$ cat config.mk
export PLATFORM = sky130hd
export DESIGN_NAME = wb_upsize_bridge
export DESIGN_NICKNAME = d
export VERILOG_FILES = /design/src/rtl/wb_size_bridge_defines.sv /design/src/rtl/wb_upsize_read_buf.sv /design/src/rtl/wb_upsize_bridge.sv
export SDC_FILE = /design/constraint.sdc
export NUM_CORES = 1
export LEC_CHECK = 0
export ABC_AREA = 0
export BUFFER_PORTS_ARGS = -buffer_cell sky130_fd_sc_hd__buf_2
export CORE_MARGIN = 2
export CORE_UTILIZATION = 49
export CTS_CLUSTER_SIZE = 40
export DETAILED_ROUTE_END_ITERATION = 8
export PLACE_DENSITY = 0.8
export SETUP_SLACK_MARGIN = 0.4
export SYNTH_ARGS = -nofsm -noshare
export SYNTH_HDL_FRONTEND = slang
export SYNTH_SLANG_ARGS = --single-unit
$ cat constraint.sdc
create_clock -name wb_clk_i -period 2.1 [get_ports wb_clk_i]
set_input_delay 0.105 -clock wb_clk_i [delete_from_list [all_inputs] [get_ports wb_clk_i]]
set_output_delay 0.105 -clock wb_clk_i [all_outputs]
set_load 0.05 [all_outputs]
$ cat src/rtl/wb_size_bridge_defines.sv
// Shared definitions for the Wishbone size bridges: FSM state encodings and
// the 16-bit to 32-bit lane helpers.
package wb_size_bridge_defines;

  typedef enum logic [1:0] {
    IDLE   = 2'd0,
    HI_REQ = 2'd1,
    RESP   = 2'd2
  } upsize_state_e;

  // Place a 16-bit lo-side byte-select pair on the matching half of the 32-bit word.
  function automatic logic [3:0] lane_sel(input logic adr1, input logic [1:0] sel);
    return adr1 ? {sel, 2'b00} : {2'b00, sel};
  endfunction

  // Pick the 16-bit half of a 32-bit word addressed by byte-address bit 1.
  function automatic logic [15:0] lane_dat(input logic adr1, input logic [31:0] word);
    return adr1 ? word[31:16] : word[15:0];
  endfunction

endpackage

$ cat src/rtl/wb_upsize_read_buf.sv
// One-entry 32-bit read buffer: data, word tag, valid flag and hit compare.
module wb_upsize_read_buf
  import wb_size_bridge_defines::*;
#(
  parameter int READ_BUF = 1
) (
  input  logic        clk_i,
  input  logic        rst_n_i,
  input  logic [29:0] lookup_tag_i,
  input  logic        fill_en_i,
  input  logic [29:0] fill_tag_i,
  input  logic [31:0] fill_dat_i,
  input  logic        inval_en_i,
  output logic        hit_o,
  output logic [31:0] buf_dat_o
);

  logic [31:0] buf_q, buf_d;
  logic [29:0] tag_q, tag_d;
  logic        valid_q, valid_d;
  logic        tag_match;

  assign tag_match = (tag_q == lookup_tag_i);
  assign hit_o     = (READ_BUF != 0) && valid_q && tag_match;
  assign buf_dat_o = buf_q;

  // Next state: a fill replaces the entry; a write to the buffered word kills it.
  always_comb begin
    buf_d   = buf_q;
    tag_d   = tag_q;
    valid_d = valid_q;
    if (fill_en_i) begin
      buf_d   = fill_dat_i;
      tag_d   = fill_tag_i;
      valid_d = 1'b1;
    end else if (inval_en_i && tag_match) begin
      valid_d = 1'b0;
    end
  end

  // Buffer storage with asynchronous clear.
  always_ff @(posedge clk_i or negedge rst_n_i) begin
    if (!rst_n_i) begin
      buf_q   <= '0;
      tag_q   <= '0;
      valid_q <= 1'b0;
    end else begin
      buf_q   <= buf_d;
      tag_q   <= tag_d;
      valid_q <= valid_d;
    end
  end

endmodule

$ cat src/rtl/wb_upsize_bridge.sv
// Wishbone classic bridge from a 16-bit slave port to a 32-bit master port,
// with an optional one-word read buffer and a hi-side cycle timeout.
module wb_upsize_bridge
  import wb_size_bridge_defines::*;
#(
  parameter int READ_BUF = 1,
  parameter int TIMEOUT  = 256
) (
  input  logic        wb_clk_i,
  input  logic        wb_rst_i,
  input  logic [31:0] wb_lo_adr_i,
  input  logic [15:0] wb_lo_dat_i,
  output logic [15:0] wb_lo_dat_o,
  input  logic        wb_lo_cyc_i,
  input  logic        wb_lo_stb_i,
  input  logic        wb_lo_we_i,
  input  logic [1:0]  wb_lo_sel_i,
  output logic        wb_lo_ack_o,
  output logic        wb_lo_err_o,
  output logic        wb_lo_rty_o,
  output logic [31:0] wb_hi_adr_o,
  output logic [31:0] wb_hi_dat_o,
  input  logic [31:0] wb_hi_dat_i,
  output logic        wb_hi_cyc_o,
  output logic        wb_hi_stb_o,
  output logic        wb_hi_we_o,
  output logic [3:0]  wb_hi_sel_o,
  input  logic        wb_hi_ack_i,
  input  logic        wb_hi_err_i,
  input  logic        wb_hi_rty_i
);

  localparam int               TMO_W    = (TIMEOUT > 1) ? $clog2(TIMEOUT) : 1;
  localparam logic [TMO_W-1:0] TMO_LAST = (TIMEOUT > 0) ? TMO_W'(TIMEOUT - 1) : '0;
  localparam bit               USE_BUF  = (READ_BUF != 0);
  localparam bit               USE_TMO  = (TIMEOUT > 0);

  upsize_state_e    state_q;
  logic [31:2]      hi_adr_q;
  logic [31:0]      hi_dat_q;
  logic [3:0]       hi_sel_q;
  logic             hi_cyc_q;
  logic             hi_we_q;
  logic             lane_q;
  logic             lo_ack_q, lo_err_q, lo_rty_q;
  logic [15:0]      lo_dat_q;
  logic [TMO_W-1:0] tmo_cnt_q;
  logic             hold_q;

  logic        lo_req, accept, buf_hit, fill_en, inval_en, tmo_hit, hi_done;
  logic [31:0] buf_dat;
  // Byte-address bit 0 has no meaning on a 16-bit port.
  logic        unused_adr0;

  assign unused_adr0 = wb_lo_adr_i[0];
  assign lo_req   = wb_lo_cyc_i & wb_lo_stb_i;
  // hold_q blocks a request still held from the previous response from being re-issued.
  assign accept   = (state_q == IDLE) & lo_req & ~hold_q;
  assign inval_en = accept & wb_lo_we_i;
  assign fill_en  = USE_BUF & (state_q == HI_REQ) & wb_lo_cyc_i & ~hi_we_q
                  & wb_hi_ack_i & ~wb_hi_err_i & ~wb_hi_rty_i;
  assign tmo_hit  = USE_TMO && (tmo_cnt_q == TMO_LAST);
  assign hi_done  = ~wb_lo_cyc_i | wb_hi_err_i | wb_hi_rty_i | wb_hi_ack_i | tmo_hit;

  wb_upsize_read_buf #(.READ_BUF(READ_BUF)) u_read_buf (
    .clk_i        (wb_clk_i),
    .rst_n_i      (wb_rst_i),
    .lookup_tag_i (wb_lo_adr_i[31:2]),
    .fill_en_i    (fill_en),
    .fill_tag_i   (hi_adr_q),
    .fill_dat_i   (wb_hi_dat_i),
    .inval_en_i   (inval_en),
    .hit_o        (buf_hit),
    .buf_dat_o    (buf_dat)
  );

  // Bridge FSM; every output is a register so both buses see glitch-free signals.
  always_ff @(posedge wb_clk_i or negedge wb_rst_i) begin
    if (!wb_rst_i) begin
      state_q   <= IDLE;
      hi_adr_q  <= '0;
      hi_dat_q  <= '0;
      hi_sel_q  <= '0;
      hi_cyc_q  <= 1'b0;
      hi_we_q   <= 1'b0;
      lane_q    <= 1'b0;
      lo_ack_q  <= 1'b0;
      lo_err_q  <= 1'b0;
      lo_rty_q  <= 1'b0;
      lo_dat_q  <= '0;
      tmo_cnt_q <= '0;
      hold_q    <= 1'b0;
    end else begin
      if (!lo_req) hold_q <= 1'b0;
      case (state_q)
        IDLE: begin
          if (accept) begin
            if (!wb_lo_we_i && buf_hit) begin
              state_q  <= RESP;
              lo_ack_q <= 1'b1;
              lo_dat_q <= lane_dat(wb_lo_adr_i[1], buf_dat);
              hold_q   <= 1'b1;
            end else begin
              state_q   <= HI_REQ;
              hi_cyc_q  <= 1'b1;
              hi_we_q   <= wb_lo_we_i;
              hi_adr_q  <= wb_lo_adr_i[31:2];
              lane_q    <= wb_lo_adr_i[1];
              hi_dat_q  <= {wb_lo_dat_i, wb_lo_dat_i};
              hi_sel_q  <= (wb_lo_we_i || !USE_BUF) ? lane_sel(wb_lo_adr_i[1], wb_lo_sel_i) : 4'hF;
              tmo_cnt_q <= '0;
            end
          end
        end
        HI_REQ: begin
          if (hi_done) begin
            hi_cyc_q  <= 1'b0;
            hi_we_q   <= 1'b0;
            hi_adr_q  <= '0;
            hi_dat_q  <= '0;
            hi_sel_q  <= '0;
            tmo_cnt_q <= '0;
            state_q   <= wb_lo_cyc_i ? RESP : IDLE;
          end else begin
            tmo_cnt_q <= tmo_cnt_q + 1'b1;
          end
          // A dropped lo cycle is an abort: no response and no buffer update.
          if (wb_lo_cyc_i && hi_done) begin
            hold_q <= 1'b1;
            if (wb_hi_err_i)      lo_err_q <= 1'b1;
            else if (wb_hi_rty_i) lo_rty_q <= 1'b1;
            else if (wb_hi_ack_i) begin
              lo_ack_q <= 1'b1;
              lo_dat_q <= hi_we_q ? 16'h0000 : lane_dat(lane_q, wb_hi_dat_i);
            end else              lo_err_q <= 1'b1;
          end
        end
        RESP: begin
          lo_ack_q <= 1'b0;
          lo_err_q <= 1'b0;
          lo_rty_q <= 1'b0;
          lo_dat_q <= '0;
          state_q  <= IDLE;
        end
        default: state_q <= IDLE;
      endcase
    end
  end

  assign wb_hi_adr_o = {hi_adr_q, 2'b00};
  assign wb_hi_dat_o = hi_dat_q;
  assign wb_hi_sel_o = hi_sel_q;
  assign wb_hi_cyc_o = hi_cyc_q;
  assign wb_hi_stb_o = hi_cyc_q;
  assign wb_hi_we_o  = hi_we_q;
  assign wb_lo_ack_o = lo_ack_q;
  assign wb_lo_err_o = lo_err_q;
  assign wb_lo_rty_o = lo_rty_q;
  assign wb_lo_dat_o = lo_dat_q;

endmodule
## Word level (Yosys, flattened, before mapping)

Cells that the tools add are included.

- Add/sub/neg operators: 1
- Equality and inequality tests: 15
- Muxes and demuxes: 63
- Bitwise gates (word level): 19
- Reduce and logical (&&, ||, !) cells: 17

Operators by type and width:

| kind | number |
|---|---|
| 16-bit 2-to-1 mux | 9 |
| 32-bit 2-to-1 mux | 3 |
| 30-bit 2-to-1 mux | 3 |
| 32-bit one-hot mux with 2 select lines | 1 |
| 30-bit one-hot mux with 2 select lines | 1 |
| 16-bit one-hot mux with 3 select lines | 1 |
| 30-bit == test | 1 |
| 1-bit 2-to-1 mux | 24 |
| 8-bit 2-to-1 mux | 3 |
| 4-bit 2-to-1 mux | 5 |
| 8-bit one-hot mux with 2 select lines | 1 |
| 2-bit != test (second input constant) | 7 |
| 4-bit AND reduction | 3 |
| 1-bit one-hot mux with 2 select lines | 5 |
| 1-bit bitwise AND | 9 |
| 8-bit by 1-bit adder with 8-bit output (second input constant) | 1 |
| 8-bit == test (second input constant) | 1 |
| 2-bit 2-to-1 mux | 4 |
| 4-bit one-hot mux with 2 select lines | 1 |
| 7-bit AND reduction | 1 |
| 3-bit != test (second input constant) | 2 |
| 1-bit NOT | 6 |
| 3-bit AND reduction | 2 |
| 2-bit nonzero test | 3 |
| other kinds (11) | 18 |

- Flip-flop bits (word level): 162
- Input port bits: 90
- Logic and storage cells: 131

## Longest topological paths before layout

- Depth after elaboration: 8
- Gate-level depth with buffers: 10
- Gate-level depth less buffers: 8

## Cells and area by module

Synthesis repeated with hierarchy kept, for this count alone.

- Cells, all modules: 508
- Area total of the unflattened synthesis: 6790.3 um^2

By module, submodules not included:

| module | times used | cells each | area each (um^2) | sequential area each (um^2) |
|---|---|---|---|---|
| wb_upsize_bridge | 1 | 331 | 4125.2 | 2077.0 |
| wb_upsize_read_buf | 1 | 177 | 2665.1 | 1576.5 |

## Least setup slack after synthesis

OpenSTA, ideal clock, no wires.

- Kind: register to register
- From: register tmo_cnt_q[0]
- To: register tmo_cnt_q[2]
- Library setup time: 0.081 ns
- Data arrival time: 2.192 ns
- Path slack: -0.172 ns
- Cell stages (with the launch flop): 9
- Buffers on the path: 1
- Clock period less this slack: 2.272 ns
- Cell sequence: dfrtp_1 ha_1 nand3_1 nor3_2 or4_1 buf_2 or4_1 mux2_2 o211ai_2

- Word-level cells in the longest chain between the ends: 4
- Elaborated cells between the ends (all ways): 5
- Those cells by class: 1 x add/sub; 1 x eq/ne; 2 x mux; 1 x bitwise

Ends and longest elaborated chain:

| what | RTL line | RTL |
|---|---|---|
| start, declared | wb_upsize_bridge.sv:47 | `logic [TMO_W-1:0] tmo_cnt_q;` |
| start signal, assigned | wb_upsize_bridge.sv:125 | `tmo_cnt_q <= tmo_cnt_q + 1'b1;` |
| branches (longest 2 deep; another with 8-bit by 1-bit adder with 8-bit output) | - |  |
| 8-bit 2-to-1 mux * | wb_upsize_bridge.sv:116 | `if (hi_done) begin` |
| 8-bit one-hot mux with 2 select lines * | wb_upsize_bridge.sv:95 | `case (state_q)` |

Mark *: on every way between the ends.
A chain may end at the register's enable or synchronous reset.

## Final worst setup path

- From: register u_read_buf.tag_q[15]
- To: register hi_dat_q[16], in the netlist wb_hi_dat_o[16]

- Word-level cells in the longest chain between the ends: 5

Ends and longest elaborated chain:

| what | RTL line | RTL |
|---|---|---|
| start, declared | wb_upsize_read_buf.sv:19 | `logic [29:0] tag_q, tag_d;` |
| start signal, assigned | wb_upsize_read_buf.sv:49 | `tag_q <= tag_d;` |
| 30-bit == test | wb_upsize_read_buf.sv:23 | `assign tag_match = (tag_q == lookup_tag_i);` |
| 1-bit logical AND | wb_upsize_read_buf.sv:24 | `assign hit_o = (READ_BUF != 0) && valid_q && tag_match;` |
| 1-bit logical AND | wb_upsize_bridge.sv:98 | `if (!wb_lo_we_i && buf_hit) begin` |
| 2-bit != test (no line) | - |  |
| 4-bit AND reduction (no line) | - |  |
| end signal, assigned | wb_upsize_bridge.sv:109 | `hi_dat_q <= {wb_lo_dat_i, wb_lo_dat_i};` |
| end, declared | wb_upsize_bridge.sv:40 | `logic [31:0] hi_dat_q;` |

Every way passes these cells.

==> flow_summary.yaml <==
die:
  die_area_um2: 16800
  fp.dieW_um: 130
  coreArea_um2: 15300
  row_count: 45
  die_h_um: 130
  initial_utilization_pct: 50.5
  num_io_pins: 180
cts:
  numCtsBuffers: 17
  ctsRootBufferMaster: "clkbuf_16"
  insertion_delay_ns: 0.44
  htree_levels: 4
  clockBufferDepth: 2
  cts_tree: "yes"
  clkSinkCount: 146
  clk_pin_slew_worst_paths_ns: 0.06
route:
  drtAntennaViolNets: 0
  wl_per_cell_um: 21.4
  vias_per_cell: 5.95
  drtPass1Iterations: 5
  wl_mm: 26.7
  first_iter_violations: 578
  vias: 7404
  drc_errors: 0
synthesis:
  netlist_instances: 722
  ys.flop_type: "dfrtp_1"
  netlist_area_um2: 7740
  synth-seq-cells: 146
  synth_cell_type_count: 50
  ys_warn_count: 0
  ys_seq_area_share_pct: 47.2
  async_reset_ff_share_pct: 100
  avgSynthCellArea_um2: 10.7
  synth-edff-count: 0
placed_design:
  placed_cells: 1095
  dp_hpwl_mm: 13.5
  gp_congestion: 0.838
  dp_slack_ns: -0.163
  port_buffers: 176
setup_path:
  crit_type: "reg -> reg"
  start_kind: "flip-flop"
  end_kind: "flip-flop"
  r2r_slack_ns: -0.22
  worstPathArrival_ns: 2.63
  critPathMaxFanout: 34
  cp.required_ns: 2.41
  max_stage_delay_ns: 0.43
  slowest_stage: "dfrtp_1"
  cp_cell_sequence: "xor2_2 > nor4_4 > nand4_1 > buf_4 > o311a_4 > buf_12 > a221o_1"
run_status:
  violations: "setup timing"
  status: "finished with violations"
cells_and_area:
  final_cell_mix: "175 x buf_2, 146 x dfrtp_1, 77 x mux2_4, 76 x dlygate4sd3_1, 67 x nand2_1"
  layout.nets: 1114
  area_growth_pct: 49.4
  final_common_cell: "buf_2"
  utilization_pct: 75.5
  layout-drive-gt1-share_pct: 41.5
  fin_cells: 1244
timing:
  finalWorstSetupSlack_ns: -0.224
  skew_ns: 0.0191
  fin_crit_sh_pct: 111
  hold_viol_final: 0
  fmax_mhz: 430
  drv_slew: 0
  fin_crit_ns: 2.32
  worstMarginPinSlew_ns: 0.597
  setup_tns_ns: -19.52
  max_slew_margin_pct: 60.2
  setup_viol: 139
  rsz0062_at_grt: "yes"
global_route:
  grt_pass1_wl_mm: 39.5
  grt.total_usage_pct: 30.7
  grt_overflow_total: 0
  grt_max_degree: 59
  grt_pass1_vias: 7318
  antenna_found_initial: 1
power:
  clockPowerShare_pct: 17.2
  p_per_area_nw_per_um2: 1550
  p_int_w: 0.00985
  total_leakage_power_nw: 5.67
  switching_share_pct: 45.1
  peakVddDrop_mv: 1.13
  p_sw_w: 0.00809
  p_comb_share_pct: 54.4
  seqPwrFrac_pct: 28.4
min_path:
  hold_class: "in -> reg"
run:
  max_cap_violations: 0
cell families after synthesis:
| family | after synthesis | synth area share (%) |
|---|---|---|
| simple gates | 187 | 12.0 |
| compound gates | 155 | 14.0 |
| flops | 146 | 47.2 |
| mux | 117 | 16.9 |
| buf+inv | 81 | 5.63 |
| xor+xnor | 30 | 3.40 |
| fa+ha+maj | 5 | 0.808 |
| other cells | 1 | 0.0485 |
final timing paths:
check	start	to	depth (start not counted)
worst max-delay path	u_read_buf.tag_q[15]	wb_hi_dat_o[16]	7
worst min-delay path	wb_lo_stb_i	hold_q	3
worst max register to register	u_read_buf.tag_q[15]	wb_hi_dat_o[16]	7
worst min register to register	wb_lo_dat_o[3]	wb_lo_dat_o[3]	1
max in group asynchronous	wb_rst_i	hi_adr_q[30]	3
min in group asynchronous	wb_rst_i	u_read_buf.buf_dat_o[3]	2
routing by layer:
layer	wire length, um	GRT usage, %	vias up
met5	0	0	-
met4	795	12.7	0
met3	1730	6.07	68
met2	13600	52.6	410
met1	10500	38.2	3669
li1	-	-	3257
per-stage QoR:
stage,hold slack (ns),cell area [um2],total power (W)
final,0.0196,11600,0.0179
after global routing,0.0371,11600,0.0187
after CTS,0.00250,11200,0.0172
after detailed placement,0.118,9090,0.0130
after global placement,0.121,9090,0.0128
after floorplan,-0.191,7870,0.0111
cell type report:
cell class | instances | area, um2
diodes | 1 | 2.50
multi-input cells | 496 | 4180
inverters | 7 | 28.8
clock buffers | 23 | 488
fillers | 944 | 3750
well taps | 211 | 264
flip-flops and latches | 146 | 3650
repair buffers | 351 | 2850
clock inverters | 9 | 104
timing repair:
item / 4_1_cts / 5_1_grt
hold buffers: 76 / 0
buffers inserted: 16 / 14
endpoints found under the hold margin: 131 / 0
cloned: 8 / 2
pin swaps: 28 / 22
resized for setup: 107 / 32
endpoints found under the setup margin: 145 / 145
registers in the layout, indices dropped and copies added (netlist names), 2 cells and up:
signal	count
hi_adr_q	30
state_q	2
tmo_cnt_q	8
u_read_buf.buf_dat_o	32
u_read_buf.tag_q	30
wb_hi_dat_o	16
wb_hi_sel_o	4
wb_lo_dat_o	16
Yosys cell counts (6+ instances only):
master,n,area [um2]
a21oi_1,57,285
a221o_1,46,460
a31oi_1,7,43.8
buf_2,15,75.1
buf_4,20,150
clkbuf_1,30,113
dfrtp_1,146,3650
inv_1,7,26.3
mux2_1,66,743
mux2_4,9,135
mux2i_1,37,370
nand2_1,69,259
nand3_1,59,295
nor2_1,6,22.5
nor4_1,16,100
o21ai_0,10,50.1
o22ai_1,18,113
xor2_1,30,263
power by group through the flow:
stage | Clock, W | Sequential (W) | Combinational [W]
after global routing | 0.00323 | 0.00523 | 0.0102
final | 0.00308 | 0.00510 | 0.00975
after global placement | 0 | 0.00492 | 0.00785
after CTS | 0.00308 | 0.00500 | 0.00907
after floorplan | 0 | 0.00687 | 0.00425
after detailed placement | 0 | 0.00500 | 0.00803
worst max-delay path: cells and delay by family (launching register included):
| family | cells | cell delay, ns |
|---|---|---|
| and+or+nand+nor | 2 | 0.57 |
| buffers and inverters | 2 | 0.38 |
| xor gates and xnor gates | 1 | 0.18 |
| AOI/OAI and AO/OA | 2 | 0.64 |
| DFF | 1 | 0.43 |
No activity file was read; power rests on OpenSTA's default activity.
